$ cat config.mk
export PLATFORM = sky130hd
export DESIGN_NAME = uop_sequencer
export DESIGN_NICKNAME = d
export VERILOG_FILES = /design/src/rtl/uop_sequencer.sv
export SDC_FILE = /design/constraint.sdc
export NUM_CORES = 1
export LEC_CHECK = 0
export ABC_AREA = 1
export CAP_MARGIN = 20
export CELL_PAD_IN_SITES_DETAIL_PLACEMENT = 1
export CELL_PAD_IN_SITES_GLOBAL_PLACEMENT = 2
export CORE_MARGIN = 2
export CORE_UTILIZATION = 38
export CTS_CLUSTER_DIAMETER = 120
export DETAILED_ROUTE_END_ITERATION = 12
export HOLD_SLACK_MARGIN = 0.02
export PLACE_DENSITY_LB_ADDON = 0.1
export REMOVE_ABC_BUFFERS = 1
export SLEW_MARGIN = 40
export SYNTH_ARGS = -nofsm -noshare
export SYNTH_HDL_FRONTEND = slang
export SYNTH_SLANG_ARGS = --single-unit
$ cat constraint.sdc
create_clock -name clk -period 6.4 [get_ports clk]
set_input_delay 0.64 -clock clk [delete_from_list [all_inputs] [get_ports clk]]
set_output_delay 0.64 -clock clk [all_outputs]
set_load 0.05 [all_outputs]
$ cat src/rtl/uop_sequencer.sv
// LC-3b decoder front end: turns instructions into control-word uops (LDI/STI as two uops)
// and queues them in a small FIFO with valid/ready handshakes and redirect flush.
package lc3b_types;
   typedef enum logic [3:0] {
      op_br  = 4'b0000, op_add = 4'b0001, op_ldb = 4'b0010, op_stb  = 4'b0011,
      op_jsr = 4'b0100, op_and = 4'b0101, op_ldr = 4'b0110, op_str  = 4'b0111,
      op_rti = 4'b1000, op_not = 4'b1001, op_ldi = 4'b1010, op_sti  = 4'b1011,
      op_jmp = 4'b1100, op_shf = 4'b1101, op_lea = 4'b1110, op_trap = 4'b1111
   } lc3b_opcode;

   typedef enum logic [2:0] {
      alu_add = 3'b000, alu_and = 3'b001, alu_not = 3'b010, alu_pass = 3'b011,
      alu_sll = 3'b100, alu_srl = 3'b101, alu_sra = 3'b110
   } lc3b_aluop;

   // immmux: 00 imm5, 01 offset6 bytes, 10 offset6 words; wbdatamux: 00 alu, 01 mem, 10 pc, 11 pc+offset
   typedef struct packed {
      lc3b_opcode opcode;
      lc3b_aluop  aluop;
      logic       load_pc;
      logic       load_dst;
      logic       load_cc;
      logic       aluBmux;
      logic [1:0] immmux;
      logic       sr2mux;
      logic [1:0] wbdatamux;
      logic       r7mux;
      logic       bit_11;
      logic       bit_5;
      logic       bit_4;
   } lc3b_control_word;
endpackage

module uop_sequencer
   import lc3b_types::*;
#(
   parameter int IW    = 16,
   parameter int DEPTH = 2
) (
   input  logic             clk,
   input  logic             rst_n,
   input  logic             flush,
   input  logic             in_valid,
   output logic             in_ready,
   input  logic [IW-1:0]    in_ir,
   output logic             out_valid,
   input  logic             out_ready,
   output lc3b_control_word out_ctrl,
   output logic [IW-1:0]    out_ir,
   output logic             out_mem_rd,
   output logic             out_mem_wr,
   output logic             out_ind,
   output logic             out_illegal
);
   localparam int CW = $clog2(DEPTH + 1);
   localparam int PW = (DEPTH > 1) ? $clog2(DEPTH) : 1;

   typedef struct packed {
      lc3b_control_word ctrl;
      logic [IW-1:0]    ir;
      logic             mem_rd;
      logic             mem_wr;
      logic             ind;
      logic             illegal;
   } uop_t;

   typedef enum logic {S_RUN = 1'b0, S_IND2 = 1'b1} state_t;

   function automatic uop_t decode_uop(input logic [IW-1:0] ir, input logic phase1);
      uop_t       u;
      lc3b_opcode op;
      u  = '0;
      op = lc3b_opcode'(ir[IW-1:IW-4]);
      u.ir             = ir;
      u.ctrl.opcode    = op;
      u.ctrl.aluop     = alu_pass;
      u.ctrl.bit_11    = ir[11];
      u.ctrl.bit_5     = ir[5];
      u.ctrl.bit_4     = ir[4];
      case (op)
         op_br:   u.ctrl.load_pc = 1'b1;
         op_jmp:  u.ctrl.load_pc = 1'b1;
         op_add, op_and: begin
            u.ctrl.aluop    = (op == op_add) ? alu_add : alu_and;
            u.ctrl.aluBmux  = ir[5];
            u.ctrl.load_dst = 1'b1;
            u.ctrl.load_cc  = 1'b1;
         end
         op_not: begin
            u.ctrl.aluop    = alu_not;
            u.ctrl.load_dst = 1'b1;
            u.ctrl.load_cc  = 1'b1;
         end
         op_ldb, op_ldr: begin
            u.ctrl.aluop     = alu_add;
            u.ctrl.aluBmux   = 1'b1;
            u.ctrl.immmux    = (op == op_ldb) ? 2'b01 : 2'b10;
            u.ctrl.wbdatamux = 2'b01;
            u.ctrl.load_dst  = 1'b1;
            u.ctrl.load_cc   = 1'b1;
            u.mem_rd         = 1'b1;
         end
         op_stb, op_str: begin
            u.ctrl.aluop   = alu_add;
            u.ctrl.aluBmux = 1'b1;
            u.ctrl.immmux  = (op == op_stb) ? 2'b01 : 2'b10;
            u.ctrl.sr2mux  = 1'b1;
            u.mem_wr       = 1'b1;
         end
         op_jsr, op_trap: begin
            u.ctrl.load_pc   = 1'b1;
            u.ctrl.load_dst  = 1'b1;
            u.ctrl.r7mux     = 1'b1;
            u.ctrl.wbdatamux = 2'b10;
         end
         op_lea: begin
            u.ctrl.wbdatamux = 2'b11;
            u.ctrl.load_dst  = 1'b1;
         end
         op_ldi, op_sti: begin
            if (!phase1) begin
               // Phase 0 fetches the pointer word for both LDI and STI.
               u.ctrl.aluop   = alu_add;
               u.ctrl.aluBmux = 1'b1;
               u.ctrl.immmux  = 2'b10;
               u.mem_rd       = 1'b1;
            end else if (op == op_ldi) begin
               u.ctrl.wbdatamux = 2'b01;
               u.ctrl.load_cc   = 1'b1;
               u.ctrl.load_dst  = 1'b1;
               u.mem_rd         = 1'b1;
               u.ind            = 1'b1;
            end else begin
               u.ctrl.sr2mux = 1'b1;
               u.mem_wr      = 1'b1;
               u.ind         = 1'b1;
            end
         end
         default: begin
            u.ctrl    = '0;
            u.illegal = 1'b1;
         end
      endcase
      return u;
   endfunction

   function automatic logic [PW-1:0] ptr_inc(input logic [PW-1:0] p);
      return (p == PW'(DEPTH - 1)) ? '0 : p + PW'(1);
   endfunction

   state_t          state_q, state_d;
   logic [CW-1:0]   count_q;
   logic [PW-1:0]   wr_ptr_q, rd_ptr_q;
   logic            run_q;
   logic [IW-1:0]   ir_cap;
   uop_t            mem [DEPTH];
   uop_t            push_uop, head;
   logic            push, pop, capture, full, empty;

   assign full  = (count_q == CW'(DEPTH));
   assign empty = (count_q == '0);
   assign pop   = out_ready && !empty && !flush;

   always_comb begin
      state_d  = state_q;
      in_ready = 1'b0;
      push     = 1'b0;
      capture  = 1'b0;
      push_uop = '0;
      case (state_q)
         S_RUN: begin
            in_ready = run_q && !full && !flush;
            if (in_valid && in_ready) begin
               push     = 1'b1;
               capture  = 1'b1;
               push_uop = decode_uop(in_ir, 1'b0);
               if (in_ir[IW-1:IW-4] == op_ldi || in_ir[IW-1:IW-4] == op_sti)
                  state_d = S_IND2;
            end
         end
         S_IND2: begin
            if (!full && !flush) begin
               push     = 1'b1;
               push_uop = decode_uop(ir_cap, 1'b1);
               state_d  = S_RUN;
            end
         end
         default: state_d = S_RUN;
      endcase
      if (flush)
         state_d = S_RUN;
   end

   always_ff @(posedge clk or negedge rst_n) begin
      if (!rst_n) begin
         state_q  <= S_RUN;
         count_q  <= '0;
         wr_ptr_q <= '0;
         rd_ptr_q <= '0;
         run_q    <= 1'b0;
      end else begin
         state_q <= state_d;
         run_q   <= 1'b1;
         if (flush) begin
            count_q  <= '0;
            wr_ptr_q <= '0;
            rd_ptr_q <= '0;
         end else begin
            if (push) wr_ptr_q <= ptr_inc(wr_ptr_q);
            if (pop)  rd_ptr_q <= ptr_inc(rd_ptr_q);
            case ({push, pop})
               2'b10:   count_q <= count_q + CW'(1);
               2'b01:   count_q <= count_q - CW'(1);
               default: count_q <= count_q;
            endcase
         end
      end
   end

   // Payload storage carries no reset; emptiness is tracked by count_q alone.
   always_ff @(posedge clk) begin
      if (capture) ir_cap <= in_ir;
      if (push)    mem[wr_ptr_q] <= push_uop;
   end

   assign head        = empty ? '0 : mem[rd_ptr_q];
   assign out_valid   = !empty;
   assign out_ctrl    = head.ctrl;
   assign out_ir      = head.ir;
   assign out_mem_rd  = head.mem_rd;
   assign out_mem_wr  = head.mem_wr;
   assign out_ind     = head.ind;
   assign out_illegal = head.illegal;
endmodule

After elaboration in Yosys (flattened, before gate mapping) --
Memories as Yosys holds them, arrays and structs flattened. Index checks and enable logic that the tools add are counted.
Word-level totals: flip-flop bits (word level) 22, memory bits (writable) 80, input port bits 21, output and inout port bits 42, word-level logic and storage cells 141, memories 1
Operators by class: add/sub/neg operators 4, eq/ne operators 29, muxes and demuxes 61, bitwise operators 1, reductions and logical operators 39
Memory list:
- mem | words 2, width 40, rd ports 1, clocked after memory_dff 0, wr ports 1, RTL line 156 | uop_t mem [DEPTH];
Operator list (count):
- 40-bit 2-to-1 mux | 3
- 40-bit case mux with 2 select lines | 1
- 4-bit equality test, second input constant | 12
- 4-bit by 3-bit equality test with 1-bit output, second input constant | 8
- 1-bit 2-to-1 mux | 32
- 14-bit OR reduction | 2
- 2-bit case mux with 3 select lines | 4
- 2-bit OR reduction | 10
- 4-bit by 2-bit equality test with 1-bit output, second input constant | 4
- 1-bit case mux with 2 select lines | 8
- 4-bit OR reduction | 4
- 8-bit OR reduction | 2
- 5-bit OR reduction | 3
- 2-bit 2-to-1 mux | 6
- 4-bit by 1-bit equality test with 1-bit output, second input constant | 2
- 4-bit logical NOT | 2
- 4-bit 2-to-1 mux | 2
- 2-bit case mux with 2 select lines | 2
- 2-bit case mux with 4 select lines | 1
- 7-bit OR reduction | 1
- 1-bit logical AND | 6
- 3-bit 2-to-1 mux | 2
- 6-bit OR reduction | 1
- 2-bit equality test, second input constant | 2
- 10 further kinds | 14

Depth between registers and ports, before layout --
Gate-level depths: netlist of the first run.
depth after elaboration 10, gate-level depth with buffers 9, depth with buffers taken out 8

Least setup slack after synthesis of the first run --
Ideal clock, no wire load.
path type input to register, start point input flush, end point memory mem[1][0] in the netlist's numbering, enable pin, data arrival time 2.805 ns, required time 5.965 ns, path slack 3.160 ns, cell stages on the path 6, buffers on the path 1, path through inv_2 -> nand3_1 -> buf_6 -> nand2_2 -> inv_1 -> nor2_1
On the way: longest elaborated chain between the ends 7, elaborated cells between the ends (all ways) 9, classes of those cells mux (5); reduce/logical (4)
Ends and longest elaborated chain:
- from (decl) | RTL line 42 | input logic flush,
- 1-bit logical NOT (*) | RTL line 172, 182
- 1-bit logical AND | RTL line 172 | in_ready = run_q && !full && !flush;
- 1-bit logical AND | RTL line 173 | if (in_valid && in_ready) begin
- 1-bit 2-to-1 mux | RTL line 173
- 1-bit case mux with 2 select lines (*) | RTL line 170 | case (state_q)
- 1-bit 2-to-1 mux (*) | RTL line 223 | if (push) mem[wr_ptr_q] <= push_uop;
- 1-bit 2-to-1 mux (implied by the code) (*) | RTL line 223
- to (decl) | RTL line 156
Every way passes the cells marked *; elsewhere a longest branch is shown, timed or not.

==> impl_metrics.py, run 1 <==
metrics = {
    "clock_tree": {
        "worst_skew_pair.late_latency_ns": 0.34,
        "ctsRootBufferMaster": "sky130_fd_sc_hd__clkbuf_16",
        "postCtsSetupBuffers": 0,
        "ctsResizeCount": 0,
        "cts_buffers": 9,
        "h-tree-depth": 3,
        "clock_tree_from_tritoncts": "done",
        "clk_pin_slew_ns": 0.06,
        "clock-sinks": 98,
        "cts_hold_buf": 0,
        "cts_max_path_buffers": 2,
    },
    "grt": {
        "antenna_violations_before_repair": 0,
        "grt.total_usage_pct": 18.6,
        "global_route_wire_length_before_repair_um": 17700,
        "number_of_global_route_vias_before_repair": 3482,
        "grt-ovfl-total": 0,
        "grt_max_degree": 42,
    },
    "synthesis": {
        "largest_family_of_logic_cells_by_synthesized_area": "simple AND/OR/NAND/NOR gates",
        "synth.distinct_cells": 30,
        "synth_compound_gate_area_share_pct": 10.7,
        "yosys-mux-area-fraction_pct": 0,
        "ys_ff_latch": 98,
        "xor_xnor_share_of_the_synthesized_area_pct": 0.199,
        "synthCells": 416,
        "ys_seq_area_share_pct": 66.1,
        "yosys.area_share.simple_pct": 17.7,
        "synth_fa_ha_area_share_pct": 0,
        "post_synth.cell_area_avg_um2": 10.6,
        "synth.yosys.warnings": 0,
        "syn-cell-area_mm2": 0.00441,
    },
    "route": {
        "route.final.wire_length_um": 10900,
        "ant_nets": 0,
        "routed_via_density": 5.17,
        "drt-wirelength-per-cell_um": 17.6,
        "drt_pass1_iterations": 4,
        "num_vias": 3215,
        "post-route-drc-count": 0,
        "drtIter0Drc": 139,
    },
    "power": {
        "fin_total_pwr_mw": 1.65,
        "power_density_relative_to_cell_area_mw_per_mm2": 302,
        "worst_ir_drop_vdd_mv": 0.189,
        "p_leak_nw": 2.05,
    },
    "setup_path": {
        "crit_family": "buffers and inverters",
        "timing.reg2reg.setup_slack_ns": 3.83,
        "regToRegEndpoint": "mem[1][10]",
        "critPathArrivalTime_ns": 2.70,
        "endpoint_kind": "primary output",
        "cp_num_buf_inv": 3,
        "crit-reg2reg-launch": "count_q[0]",
        "reg2reg_depth": 7,
        "crit_path_start": "rd_ptr_q",
        "start_kind": "register",
        "critPathRequiredTime_ns": 5.76,
        "cp_slowest_stage_delay_ns": 0.86,
        "crit_path_max_fo": 32,
        "critical-path-slowest-cell": "sky130_fd_sc_hd__clkdlybuf4s50_1",
        "timing.critical_path.cells": "inv_1 > buf_4 > nand2_1 > a21oi_1 > clkdlybuf4s50_1",
        "timing.setup.critical_path_class": "reg -> out",
    },
    "final_layout": {
        "multi_input_comb_area_mm2": 0.00129,
        "final_cell_area_mm2": 0.00546,
        "final_layout_size_suffix_gt1_share_pct": 7.31,
        "areaGrowthSynthToFinish_pct": 24.0,
        "antenna_cells_inserted": 0,
        "num-fill-cells": 1256,
        "fin_nets": 495,
        "register_area_mm2": 0.00291,
    },
    "die": {
        "core_region_area_mm2": 0.0114,
        "design.portCount": 63,
        "die_width_um": 112,
        "start_util_pct": 38.7,
        "die_area_mm2": 0.0125,
        "die-height_um": 112,
        "num_rows": 39,
    },
    "place": {
        "routabilityCongestion": 0.866,
        "dpl.hpwl_um": 7200,
        "placement.cell_area_mm2": 0.00517,
        "port-buffer-count": 61,
    },
    "timing": {
        "post-route-min-period_ns": 3.34,
        "maxClockFrequency_mhz": 299,
        "final.period_utilization_pct": 52.2,
        "clock_skew_ns": 0.00672,
        "total_count_of_max_transition_violations_in_the_final_report": 0,
        "setup_viol_count_final": 0,
        "unrepaired_setup_endpoints_after_global_routing": "false",
        "finalHoldViolCount": 0,
        "worst_slew_pin_slew_ns": 0.797,
        "fin_setup_tns_ns": 0,
        "max_slew_margin_pct": 46.8,
    },
    "worst_hold_path": {
        "hold_path_class": "in -> async",
    },
    "status": {
        "outcome": "finished clean",
    },
    "run": {
        "max_cap_viol": 0,
    },
}
## kinds of logic after synthesis
logic type / after synthesis
other: 2
buffers and inverters: 50
flip-flops: 98
XOR/XNOR: 1
AND/OR/NAND/NOR: 184
AO/OA/AOI/OAI: 81
## power breakdown
| part | switching (mW) | total, mW | internal [mW] |
|---|---|---|---|
| Clock | 0.222 | 0.517 | 0.295 |
| Sequential | 0.0110 | 0.730 | 0.719 |
| Combinational | 0.278 | 0.400 | 0.122 |
## synthesized netlist by cell type
master                     instances  area share (%)
sky130_fd_sc_hd__nand2_1         132              11
sky130_fd_sc_hd__edfxtp_1         92              63
sky130_fd_sc_hd__a21oi_1          42             4.8
sky130_fd_sc_hd__inv_1            27             2.3
sky130_fd_sc_hd__nor2_1           21             1.8
sky130_fd_sc_hd__nand3_1          18             2.0
sky130_fd_sc_hd__o21ai_0          16             1.8
sky130_fd_sc_hd__a22o_1            9             1.8
sky130_fd_sc_hd__clkbuf_1          6            0.51
sky130_fd_sc_hd__dfrtp_1           6             3.4
sky130_fd_sc_hd__buf_2             5            0.57
sky130_fd_sc_hd__o22ai_1           5            0.71
sky130_fd_sc_hd__nor3_1            4            0.45
sky130_fd_sc_hd__buf_1             3            0.26
sky130_fd_sc_hd__buf_4             3            0.51
sky130_fd_sc_hd__buf_6             3            0.77
sky130_fd_sc_hd__inv_2             3            0.26
sky130_fd_sc_hd__nand2_2           3            0.43
sky130_fd_sc_hd__o21ai_1           3            0.34
sky130_fd_sc_hd__conb_1            2            0.17
sky130_fd_sc_hd__nand4_1           2            0.28
sky130_fd_sc_hd__o211ai_1          2            0.34
sky130_fd_sc_hd__o22ai_2           2            0.57
sky130_fd_sc_hd__a31oi_1           1            0.14
sky130_fd_sc_hd__nand2_4           1            0.26
sky130_fd_sc_hd__nand4_4           1            0.48
sky130_fd_sc_hd__nor2_4            1            0.26
sky130_fd_sc_hd__nor2_8            1            0.45
sky130_fd_sc_hd__o31ai_1           1            0.17
sky130_fd_sc_hd__xor2_1            1            0.20
## area by class of cell
class,instances,area share (%)
Inverter,30,2.06
Clock inverter,2,0.229
Multi-Input combinational cell,268,23.6
Timing Repair Buffer,67,12.5
Sequential cell,98,53.3
Clock buffer,14,5.02
Tap cell,143,3.28
## layer usage
metal	wire length, um	track usage [%]
met1	4940	23.4
met2	5390	31.1
met3	406	4.84
met4	178	6.91
met5	0	0
## layout by cell type (no fill, tap or decap), drive strengths merged, types with 2 or more instances in the layout
cell and n:
clkbuf 14, nor3 4, nand3 18, a22o 9
o211ai 2, nand2 136, a21oi 42, edfxtp 92
o21ai 19, buf 6, o22ai 7, nand4 3
conb 2, nor2 23, dfrtp 6, clkdlybuf4s50 61
inv 30
## through the flow
stage,hold WS [ns],util (%),instances,setup slack [ns]
5_1_grt,0.549,48.0,622,2.94
4_1_cts,0.539,48.0,622,3.02
3_3_place_gp,0.547,45.1,604,3.18
2_1_floorplan,0.344,-,396,2.79
6_report,0.549,48.0,622,3.06
3_5_place_dp,0.560,45.5,606,3.06
## state kept, by name, indices dropped and copies added, names as in the netlist
signal	flops
count_q	2
ir_cap	16
mem	76
rd_ptr_q	1
run_q	1
state_q	1
wr_ptr_q	1
## how the worst max path moves through the flow
stage | to | slack (ns) | depth (start not counted)
after CTS | out_ctrl[9] | 3.02 | 5
final | out_ctrl[9] | 3.06 | 5
after floorplan | out_ctrl[6] | 2.79 | 3
after detailed placement | mem[1][6] | 3.06 | 7
after global placement | mem[1][8] | 3.18 | 7
after global routing | out_ctrl[9] | 2.94 | 5
(Power assumes the default switching activity.)
==> inputs of run 2 (changes only) <==
--- a/config.mk
+++ b/config.mk
@@ -10,7 +10,7 @@
 export CELL_PAD_IN_SITES_DETAIL_PLACEMENT = 1
 export CELL_PAD_IN_SITES_GLOBAL_PLACEMENT = 2
 export CORE_MARGIN = 2
-export CORE_UTILIZATION = 38
+export CORE_UTILIZATION = 35
 export CTS_CLUSTER_DIAMETER = 120
 export DETAILED_ROUTE_END_ITERATION = 12
 export HOLD_SLACK_MARGIN = 0.02
==> constraint.sdc (replaced) <==
create_clock -name clk -period 3.3 [get_ports clk]
set_input_delay 0.33 -clock clk [delete_from_list [all_inputs] [get_ports clk]]
set_output_delay 0.33 -clock clk [all_outputs]
set_load 0.05 [all_outputs]
==> impl_metrics.py, run 2 (synthesized netlist as in run 1, its figures left out) <==
metrics = {
    "place": {
        "port-buffer-count": 61,
        "placement.cell_area_mm2": 0.00532,
        "pre_cts_slack_ns": 0.920,
        "routabilityCongestion": 0.887,
        "dpl.hpwl_um": 7690,
    },
    "timing": {
        "unrepaired_setup_endpoints_after_global_routing": "false",
        "max_slew_margin_pct": 54.8,
        "clock_skew_ns": 0.00703,
        "post-route-min-period_ns": 2.49,
        "final.period_utilization_pct": 75.4,
        "fin_setup_tns_ns": 0,
        "total_count_of_max_transition_violations_in_the_final_report": 0,
        "final_critical_path_setup_slack_ns": 0.811,
        "worst_slew_pin_slew_ns": 0.672,
        "maxClockFrequency_mhz": 402,
        "hold-worst-slack_ns": 0.236,
        "setup_viol_count_final": 0,
        "finalHoldViolCount": 0,
    },
    "power": {
        "reg_power_share_pct": 43.3,
        "p_leak_nw": 2.18,
        "p_sw_mw": 1.03,
        "power_density_relative_to_cell_area_mw_per_mm2": 582,
        "clockPowerShare_pct": 31.9,
        "pwr-share-comb_pct": 24.8,
        "fin_total_pwr_mw": 3.27,
        "switching_share_pct": 31.4,
        "cellInternalPower_mw": 2.24,
        "worst_ir_drop_vdd_mv": 0.274,
    },
    "route": {
        "ant_nets": 0,
        "post-route-drc-count": 0,
        "routed_via_density": 4.92,
        "num_vias": 3200,
        "drtIter0Drc": 205,
        "drt_pass1_iterations": 4,
        "route.final.wire_length_um": 11200,
        "drt-wirelength-per-cell_um": 17.3,
    },
    "die": {
        "die_area_mm2": 0.0135,
        "die-height_um": 116,
        "design.portCount": 63,
        "start_util_pct": 36.2,
        "num_rows": 40,
        "die_width_um": 116,
        "core_region_area_mm2": 0.0122,
    },
    "setup_path": {
        "start_kind": "register",
        "critPathRequiredTime_ns": 2.97,
        "crit-reg2reg-launch": "count_q[0]",
        "timing.setup.critical_path_class": "reg -> out",
        "timing.reg2reg.setup_slack_ns": 1.34,
        "endpoint_kind": "primary output",
        "crit_path_max_fo": 21,
        "critPathArrivalTime_ns": 2.16,
        "regToRegEndpoint": "mem[0][11]",
        "reg2reg_depth": 7,
    },
    "grt": {
        "grt_max_degree": 40,
        "grt-ovfl-total": 0,
        "grt.total_usage_pct": 17.6,
        "number_of_global_route_vias_before_repair": 3241,
        "global_route_wire_length_before_repair_um": 17400,
        "antenna_violations_before_repair": 0,
    },
    "final_layout": {
        "largest_register_ffs": 76,
        "fin_nets": 499,
        "top_register": "mem",
        "reg_top3": "mem (76), ir_cap (16), count_q (2)",
        "mostFrequentLayoutCells": "sky130_fd_sc_hd__nand2_1 (132), sky130_fd_sc_hd__edfxtp_1 (92), sky130_fd_sc_hd__a21oi_1 (42)",
        "final_layout_size_suffix_gt1_share_pct": 15.9,
        "areaGrowthSynthToFinish_pct": 27.4,
        "antenna_cells_inserted": 0,
        "final_cell_area_mm2": 0.00561,
        "leading_cell_type_in_the_layout_fill_and_taps_excluded": "sky130_fd_sc_hd__nand2_1",
        "num-fill-cells": 1337,
    },
    "clock_tree": {
        "clock_tree_from_tritoncts": "done",
        "clk_pin_slew_ns": 0.06,
        "ctsRootBufferMaster": "sky130_fd_sc_hd__clkbuf_16",
        "clock-sinks": 98,
        "h-tree-depth": 3,
        "worst_skew_pair.late_latency_ns": 0.35,
        "cts_buffers": 9,
        "postCtsSetupBuffers": 0,
        "cts_hold_buf": 0,
        "cts_max_path_buffers": 2,
        "ctsResizeCount": 0,
    },
    "worst_hold_path": {
        "hold_path_class": "in -> async",
    },
    "run": {
        "max_cap_viol": 0,
    },
    "status": {
        "outcome": "finished clean",
    },
}
## run 2: per-layer routing
metal	vias to the layer above	wire (um)	GRT usage, %
li1	1553	-	-
met3	12	339	3.22
met1	1578	5150	22.8
met4	0	174	6.67
met2	57	5570	29.4
met5	-	0	0
## run 2: layout make-up
type,count,area [um^2],share of cell area (%)
Inverter,30,113,2.01
Multi-Input combinational cell,268,1290,22.9
Timing Repair Buffer,71,801,14.3
Sequential cell,98,2910,51.9
Clock buffer,12,236,4.21
Clock inverter,4,51.3,0.914
Tap cell,168,210,3.75
## run 2: power by group through the flow
stage	clock, mW	combinational [mW]	sequential, mW
after floorplan	0	0.461	1.45
after global placement	0	0.817	1.44
after detailed placement	0	0.824	1.44
after CTS	1.07	0.827	1.41
after global routing	1.12	0.868	1.42
final	1.04	0.812	1.41
## run 2: critical path, cell delays in order (launching register included)
cell                      delay, ns
sky130_fd_sc_hd__dfrtp_1       0.39
sky130_fd_sc_hd__inv_1         0.47
sky130_fd_sc_hd__buf_4         0.39
sky130_fd_sc_hd__nand2_1       0.09
sky130_fd_sc_hd__a21oi_1       0.21
sky130_fd_sc_hd__buf_4         0.24
## run 2: worst max path at each step
stage / start / end / slack [ns] / depth (start not counted)
4_1_cts: rd_ptr_q / out_ctrl[2] / 0.78 / 5
5_1_grt: rd_ptr_q / out_ctrl[2] / 0.66 / 5
3_5_place_dp: flush / mem[0][13] / 0.92 / 7
6_report: rd_ptr_q / out_ctrl[2] / 0.81 / 5
3_3_place_gp: flush / in_ready / 0.99 / 5
2_1_floorplan: rd_ptr_q / out_ctrl[6] / 0.0003 / 3
## run 2: per-stage QoR
step / utilization (%) / cells
detailed placement: 43.8 / 635
global placement: 43.8 / 635
global route: 46.1 / 651
finish: 46.1 / 651
floorplan: - / 396
CTS: 46.1 / 651
